File: src/rtl/imem_loader_pkg.sv
// Shared definitions for the instruction memory loader.
// Contents: instruction/byte widths and the 3-bit FSM state encoding.
package imem_loader_pkg;

   localparam int unsigned INSTR_W = 16;
   localparam int unsigned BYTE_W  = 8;

   typedef logic [2:0] state_t;

   localparam state_t StIdle   = 3'd0;
   localparam state_t StCntHi  = 3'd1;
   localparam state_t StCntLo  = 3'd2;
   localparam state_t StDataHi = 3'd3;
   localparam state_t StDataLo = 3'd4;
   localparam state_t StChk    = 3'd5;
   localparam state_t StDone   = 3'd6;
   localparam state_t StErr    = 3'd7;

endpackage

File: src/rtl/imem_loader_asm.sv
// Byte-pair assembler: captures the high byte of an instruction word, then on the
// low byte produces the registered {hi, lo} word together with a one-cycle valid.
// Ports:
//   Clk, Rst    - clock, synchronous active-high reset
//   hi_load     - byte_in is the high byte of a word this cycle
//   lo_load     - byte_in is the low byte of a word this cycle
//   byte_in     - stream byte
//   word        - assembled word, stable until the next lo_load
//   word_valid  - one-cycle pulse the cycle after lo_load
module imem_loader_asm
   import imem_loader_pkg::*;
(
   input  logic               Clk,
   input  logic               Rst,
   input  logic               hi_load,
   input  logic               lo_load,
   input  logic [BYTE_W-1:0]  byte_in,
   output logic [INSTR_W-1:0] word,
   output logic               word_valid
);

   logic [BYTE_W-1:0]  hi_q;
   logic [INSTR_W-1:0] word_q;
   logic               valid_q;

   // Reset also drops a pulse already in flight so no partial load reaches memory.
   always_ff @(posedge Clk) begin
      if (Rst) begin
         hi_q    <= '0;
         word_q  <= '0;
         valid_q <= 1'b0;
      end else begin
         valid_q <= lo_load;
         if (hi_load) hi_q <= byte_in;
         if (lo_load) word_q <= {hi_q, byte_in};
      end
   end

   assign word       = word_q;
   assign word_valid = valid_q;

endmodule

File: src/rtl/imem_loader.sv
// Instruction memory loader. Accepts a framed byte stream over valid/ready
// ({count_hi, count_lo, N x {hi, lo}, [chk]}), writes the N words from address 0
// and releases the CPU from reset once the image is complete.
// Optional feature macro LOADER_CHECKSUM_EN: when defined a trailing XOR checksum
// byte is required and verified; when undefined the load completes after word N.
// Ports:
//   Clk, Rst          - clock, synchronous active-high reset
//   start             - one-cycle pulse that begins a load (ignored mid-frame)
//   in_valid/in_data  - byte stream input; in_ready accepts it
//   wr_en/addr/data   - instruction memory write port
//   cpu_hold          - 1 holds the CPU in reset
//   done / error      - level status of the last load
module imem_loader
   import imem_loader_pkg::*;
#(
   parameter int unsigned ADDR_W = 8,
   parameter int unsigned DEPTH  = 256
) (
   input  logic               Clk,
   input  logic               Rst,
   input  logic               start,
   input  logic               in_valid,
   input  logic [BYTE_W-1:0]  in_data,
   output logic               in_ready,
   output logic               wr_en,
   output logic [ADDR_W-1:0]  wr_addr,
   output logic [INSTR_W-1:0] wr_data,
   output logic               cpu_hold,
   output logic               done,
   output logic               error
);

`ifdef LOADER_CHECKSUM_EN
   localparam state_t StAfterData = StChk;
   logic [BYTE_W-1:0] chk_q, chk_d;
`else
   localparam state_t StAfterData = StDone;
`endif

   state_t            state_q, state_d;
   logic [15:0]       count_q, count_d;
   logic [15:0]       wcnt_q, wcnt_d;
   logic [ADDR_W-1:0] addr_q, addr_d;
   logic [15:0]       count_full;
   logic              accept;
   logic              hi_load;
   logic              lo_load;
   logic              last_word;

   assign in_ready   = (state_q >= StCntHi) && (state_q <= StChk);
   assign accept     = in_valid && in_ready;
   assign hi_load    = accept && (state_q == StDataHi);
   assign lo_load    = accept && (state_q == StDataLo);
   assign count_full = {count_q[15:8], in_data};
   assign last_word  = (wcnt_q + 16'd1) == count_q;

   always_comb begin
      state_d = state_q;
      count_d = count_q;
      wcnt_d  = wcnt_q;
      addr_d  = addr_q;
`ifdef LOADER_CHECKSUM_EN
      chk_d   = chk_q;
      if (accept) chk_d = chk_q ^ in_data;
`endif
      case (state_q)
         StIdle, StDone, StErr: begin
            if (start) begin
               state_d = StCntHi;
               wcnt_d  = '0;
               addr_d  = '0;
`ifdef LOADER_CHECKSUM_EN
               chk_d   = '0;
`endif
            end
         end
         StCntHi: begin
            if (accept) begin
               count_d[15:8] = in_data;
               state_d       = StCntLo;
            end
         end
         StCntLo: begin
            if (accept) begin
               count_d = count_full;
               if (32'(count_full) > DEPTH) state_d = StErr;
               else if (count_full == 16'd0) state_d = StAfterData;
               else                          state_d = StDataHi;
            end
         end
         StDataHi: begin
            if (accept) state_d = StDataLo;
         end
         StDataLo: begin
            if (accept) begin
               // Address is captured with the word; wr_en follows one cycle later.
               addr_d  = ADDR_W'(wcnt_q);
               wcnt_d  = wcnt_q + 16'd1;
               state_d = last_word ? StAfterData : StDataHi;
            end
         end
`ifdef LOADER_CHECKSUM_EN
         StChk: begin
            // chk_q here excludes the checksum byte itself.
            if (accept) state_d = (in_data == chk_q) ? StDone : StErr;
         end
`endif
         default: state_d = StIdle;
      endcase
   end

   always_ff @(posedge Clk) begin
      if (Rst) begin
         state_q <= StIdle;
         count_q <= '0;
         wcnt_q  <= '0;
         addr_q  <= '0;
`ifdef LOADER_CHECKSUM_EN
         chk_q   <= '0;
`endif
      end else begin
         state_q <= state_d;
         count_q <= count_d;
         wcnt_q  <= wcnt_d;
         addr_q  <= addr_d;
`ifdef LOADER_CHECKSUM_EN
         chk_q   <= chk_d;
`endif
      end
   end

   imem_loader_asm u_asm (
      .Clk        (Clk),
      .Rst        (Rst),
      .hi_load    (hi_load),
      .lo_load    (lo_load),
      .byte_in    (in_data),
      .word       (wr_data),
      .word_valid (wr_en)
   );

   assign wr_addr  = addr_q;
   assign done     = (state_q == StDone);
   assign error    = (state_q == StErr);
   assign cpu_hold = (state_q != StDone);

endmodule

File: config.mk
export PLATFORM = sky130hd
export DESIGN_NAME = imem_loader
export DESIGN_NICKNAME = d
export VERILOG_FILES = /design/src/rtl/imem_loader_pkg.sv /design/src/rtl/imem_loader_asm.sv /design/src/rtl/imem_loader.sv
export SDC_FILE = /design/constraint.sdc
export NUM_CORES = 1
export LEC_CHECK = 0
export CAP_MARGIN = 20
export CORE_MARGIN = 4
export CORE_UTILIZATION = 30
export CTS_CLUSTER_SIZE = 12
export DETAILED_ROUTE_END_ITERATION = 10
export GPL_ROUTABILITY_DRIVEN = 0
export SYNTH_ARGS = -nofsm -noshare
export SYNTH_HDL_FRONTEND = slang
export SYNTH_SLANG_ARGS = --single-unit
File: constraint.sdc
create_clock -name Clk -period 2.79 [get_ports Clk]
set_input_delay 0.279 -clock Clk [delete_from_list [all_inputs] [get_ports Clk]]
set_output_delay 0.279 -clock Clk [all_outputs]
set_load 0.005 [all_outputs]
# After elaboration in Yosys (flattened, before gate mapping)

Cells that the tools add are included.

Word-level logic and storage cells: 55
Register bits after elaboration: 68
Output and inout bits: 29
Bits of input ports: 12

Bitwise logic cells: 1
Reduce and logical (&&, ||, !) cells: 12
Equality and inequality tests: 13
$lt $le $gt $ge: 3
Muxes and demuxes: 17
Add/subtract/negate cells: 1

Operators by type and width:

| operator              | count |
|---|---|
| $mux 16               | 2 |
| $pmux 16 s2           | 1 |
| $pmux 8 s2            | 2 |
| $mux 3                | 8 |
| $mux 8                | 3 |
| $add 16x1->16 const B | 1 |
| $eq 16x16->1          | 1 |
| $gt 16x9->1 const B   | 1 |
| $logic_not 16->1      | 1 |
| $pmux 3 s5            | 1 |
| $ne 2x2->1 const B    | 5 |
| $eq 3x3->1 const B    | 3 |
| $eq 3x2->1 const B    | 2 |
| $reduce_and 3->1      | 2 |
| $reduce_and 5->1      | 1 |
| $logic_and 1x1->1     | 4 |
| $eq 3x1->1 const B    | 1 |
| $ge 3x1->1 const B    | 1 |
| $le 3x3->1 const B    | 1 |
| $logic_not 3->1       | 1 |
| $ne 3x3->1 const B    | 1 |
| $reduce_or 3->1       | 1 |
| $reduce_and 2->1      | 1 |
| $reduce_bool 2->1     | 1 |
| $not 1->1             | 1 |

# Longest topological paths before layout

Gate-level depths: netlist (run 1).

Depth after elaboration: 5
Mapped depth: 8
Mapped depth without buffers: 7

# Modules after synthesis

A second synthesis (run 1) with hierarchy kept.

Cells, all modules: 405
Area, all modules: 3418.3 µm²

By module, submodules not included:

| module          | seq. area each (µm²) | area an instance (µm²) | times used | cells an instance |
|---|---|---|---|---|
| imem_loader     | 860.8                | 2527.4                 | 1          | 325 |
| imem_loader_asm | 500.5                | 890.9                  | 1          | 80 |

# Worst setup path after synthesis (run 1)

No wires, ideal clock.

Path type: reg2reg
Start: register wcnt_q[0]
End: register state_q[0]
Setup slack: 440 ps
Setup time: 119 ps
Cell stages (with the launch flop): 8
Clock period less this slack: 2350 ps
Data arrival time: 2232 ps
Buffers on the path: 0
Required time: 2671 ps
Cells stage by stage: dfxtp_1 -> ha_1 -> nand3_1 -> nor3_1 -> xnor2_1 -> nand4_1 -> or4_1 -> o221a_1

Word-level cells in the longest chain between the ends: 5

Ends and longest elaborated chain:

| what                     | RTL line           | source |
|---|---|---|
| start: declaration       | imem_loader.sv:42  | `logic [15:0] wcnt_q, wcnt_d;` |
| start signal: assignment | imem_loader.sv:124 | `wcnt_q <= wcnt_d;` |
| $add 16x1->16            | imem_loader.sv:55  | `assign last_word = (wcnt_q + 16'd1) == count_q;` |
| $eq 16x16->1             | imem_loader.sv:55  |  |
| $mux 3                   | imem_loader.sv:99  | `state_d = last_word ? StAfterData : StDataHi;` |
| $mux 3                   | imem_loader.sv:95  | `if (accept) begin` |
| $pmux 3 s5               | imem_loader.sv:66  | `case (state_q)` |
| end signal: assignment   | imem_loader.sv:114 | `state_q <= StIdle;` |
| end signal: assignment   | imem_loader.sv:122 | `state_q <= state_d;` |
| end: declaration         | imem_loader.sv:40  | `state_t state_q, state_d;` |

No other way between the ends. The select of a mux whose other input is x is not followed.
A chain may end at the register's enable or synchronous reset.

# Worst setup path after layout (run 1)

Start: register wcnt_q[1]
End: register state_q[0]

Same word-level chain as after synthesis.

==> run summary, run 1 <==
status: complete, no violations
min Tclk post-route: 2.42 ns
total power: 1.94 mW
Critical Path Fanout Max: 7
DR vias: 2802
pin count of the biggest net entering global routing: 36
PortBufs: 40
commonest cells in the netlist: nand2_1 (80), dfxtp_1 (68), a21oi_1 (50)
grt ovf: 0
Starting Density: 0.306
Core Area: 0.0103 mm²
Final WS setup: 0.375 ns
fmax: 0.414 GHz
Final Max Slew Viols: 0
fill count: 1062
Yosys top cell area share: 0.433
post_cts resized: 0
H-tree level count: 3
DR WL/cell: 14.1 µm
leading cell type by number of instances after synthesis: nand2_1
initial antenna violation count: 0
final worst-path cycle share: 0.866
Setup-failing EPs final: 0
hpwl dp: 5.58 mm
DRC: 0
clk root buf: clkbuf_8
crit start category: register
vias in the first global route: 2667
Max Root-Sink Buffers: 2
fin nets: 445
Detail Route Antenna Nets: 0
chip width: 110 µm
WP data arrival: 2.67 ns
drt pass-1 iters: 5
Core Rows: 37
CTS Buf Count: 9
Avg Vias per Cell: 4.89
Crit path required time: 3.04 ns
initial DRC count: 161
CP Class: register to register
worst hold path type: register to register
# IOs: 41
final hold vios: 0
final WL: 8.09 mm
clk sinks: 68
register area: 0.00136 mm²
Inst Count DP: 557
post-CTS setup buffer count: 0
DP Worst Slack: 0.314 ns
Die Area: 0.0122 mm²
relative slew slack: 0.540
number of synthesized flops with an enable pin: 0
r2r worst-path depth: 7
Gate Count Post-Synth: 399
Async S/R FF share, synth: 0
crit end category: register
clock slew at reported path FFs: 0.09 ns
Synth Flop Type: dfxtp_1
Seq/Total Area, Yosys: 0.433
RSZ-0062 raised after global routing: false
ANT cells: 0
FF-to-FF End: state_q[0]$_SDFFE_PP0P_
Seq cells post-synth: 68
first-pass GRT wire length: 13.4 mm
MaxCap Viol Count: 0
gr usage total: 0.133
Synth area leader: dfxtp_1
launch point of the worst path: wcnt_q[1]$_SDFFE_PP0P_
fin cells: 573
setup slack, reg-to-reg: 0.37 ns
Hold EP: u_asm.word[14]$_SDFFE_PP0P_
Mapped Area: 0.00315 mm²
Peak VDD IR: 0.239 mV
P&R area growth vs syn: 23.2%
static leakage: 1.33 nW
syn nets: 412
total negative slack: 0 ns
worst hold stages: 2
Die H: 110 µm
share of cells above drive strength 1: 0.0755
Worst Max-Slew Pin Slew: 0.690 ns
Synth Area per Inst: 7.89 µm²
multi-input logic area: 0.00166 mm²
hold_buf cts: 0
Ys Warns: 0
HP Start: u_asm.hi_q[6]$_SDFFE_PP0P_
Skew-Pair Late Insertion Delay: 0.35 ns
Critical R2R Launch: wcnt_q[1]$_SDFFE_PP0P_
Synth cell types: 40
top post-synthesis cells by area: dfxtp_1 (43%), nand2_1 (9.5%), a21oi_1 (8.0%), nor2_1 (5.7%), xnor2_1 (5.3%)
final worst clock skew: 0.0118 ns
Power Density: 501 mW/mm²
TritonCTS clock tree: yes
==> worst max path at each step <==
stage                                   end
floorplan           state_q[0]$_SDFFE_PP0P_
global placement    state_q[0]$_SDFFE_PP0P_
detailed placement  state_q[0]$_SDFFE_PP0P_
CTS                 state_q[0]$_SDFFE_PP0P_
global route        state_q[0]$_SDFFE_PP0P_
finish              state_q[0]$_SDFFE_PP0P_
==> metal layers <==
metal  routed length (µm)  part of all wire  track usage  vias up
met3                  269             0.033       0.0279       10
met2                 3660              0.45        0.205       53
met1                 4040              0.50        0.184     1318
li1                     -                 -            -     1421
met5                    0                 0            0        -
met4                  116             0.014       0.0443        0
==> flip-flops by register name, summed over array words and instances (netlist names) <==
register          cells
u_asm.word           16
wcnt_q               16
u_asm.word_valid      1
state_q               3
u_asm.hi_q            8
count_q              16
wr_addr               8
==> cell families after synthesis <==
group,share of synthesized area
fa+ha+maj,0.00398
xor+xnor,0.0779
buf+inv,0.0394
flops,0.433
compound gates,0.153
mux,0.0254
simple gates,0.267
==> per-stage QoR <==
step | instance area [µm²] | hold WS (ns) | utilization
floorplan | 3150 | 0.415 | -
global placement | 3700 | 0.438 | 0.360
detailed placement | 3700 | 0.447 | 0.360
CTS | 3880 | 0.442 | 0.377
global route | 3880 | 0.480 | 0.377
finish | 3880 | 0.452 | 0.377
==> report_power, final <==
group	internal, mW	total [mW]	switching [mW]
clock network	0.336	0.770	0.434
registers	0.984	1.00	0.0187
logic	0.0738	0.170	0.0966
==> cells in the final DEF, fill, tap and decap left out, drive strengths merged, types with 2 or more instances in the layout <==
| master | netlist | layout |
|---|---|---|
| nand4 | 4 | 4 |
| and3 | 2 | 2 |
| xnor2 | 19 | 19 |
| a22oi | 9 | 9 |
| nand3b | 8 | 8 |
| nor4 | 6 | 6 |
| dfxtp | 68 | 68 |
| or3 | 4 | 4 |
| clkinvlp | 0 | 2 |
| mux2i | 8 | 8 |
| o21ai | 11 | 11 |
| a211oi | 2 | 2 |
| a21oi | 50 | 50 |
| nor3 | 9 | 9 |
| o22ai | 2 | 2 |
| or4 | 2 | 2 |
| nand2 | 80 | 80 |
| clkbuf | 23 | 9 |
| a31oi | 3 | 3 |
| clkdlybuf4s50 | 0 | 39 |
| inv | 6 | 10 |
| nand3 | 9 | 9 |
| or2 | 3 | 3 |
| nor2 | 48 | 48 |
| buf | 3 | 9 |
| xor2 | 9 | 9 |
==> cell type report <==
class,count,share of cell area
clock buffers,9,0.0319
clock inverters,7,0.0148
inverters,6,0.00581
multi-input cells,299,0.429
flip-flops and latches,68,0.351
well taps,136,0.0439
repair buffers,48,0.124
==> worst max-delay path, stage by stage, from the launching register on <==
cell     delay (ns)
dfxtp_1        0.44
ha_1           0.27
nand3_1        0.26
nor3_1         0.38
xnor2_1        0.17
nand4_1        0.10
or4_1          0.47
o221a_1        0.23
Power figures use the tool's default switching activity.
==> inputs of run 2 (changes only) <==
--- a/config.mk
+++ b/config.mk
@@ -5,12 +5,14 @@
 export SDC_FILE = /design/constraint.sdc
 export NUM_CORES = 1
 export LEC_CHECK = 0
+export ABC_CLOCK_PERIOD_IN_PS = 2790
 export CAP_MARGIN = 20
 export CORE_MARGIN = 4
 export CORE_UTILIZATION = 30
 export CTS_CLUSTER_SIZE = 12
 export DETAILED_ROUTE_END_ITERATION = 10
 export GPL_ROUTABILITY_DRIVEN = 0
+export SLEW_MARGIN = 20
 export SYNTH_ARGS = -nofsm -noshare
 export SYNTH_HDL_FRONTEND = slang
 export SYNTH_SLANG_ARGS = --single-unit
==> results of run 2 <==
Final layout, timing and power as in run 1 (identical DEF).
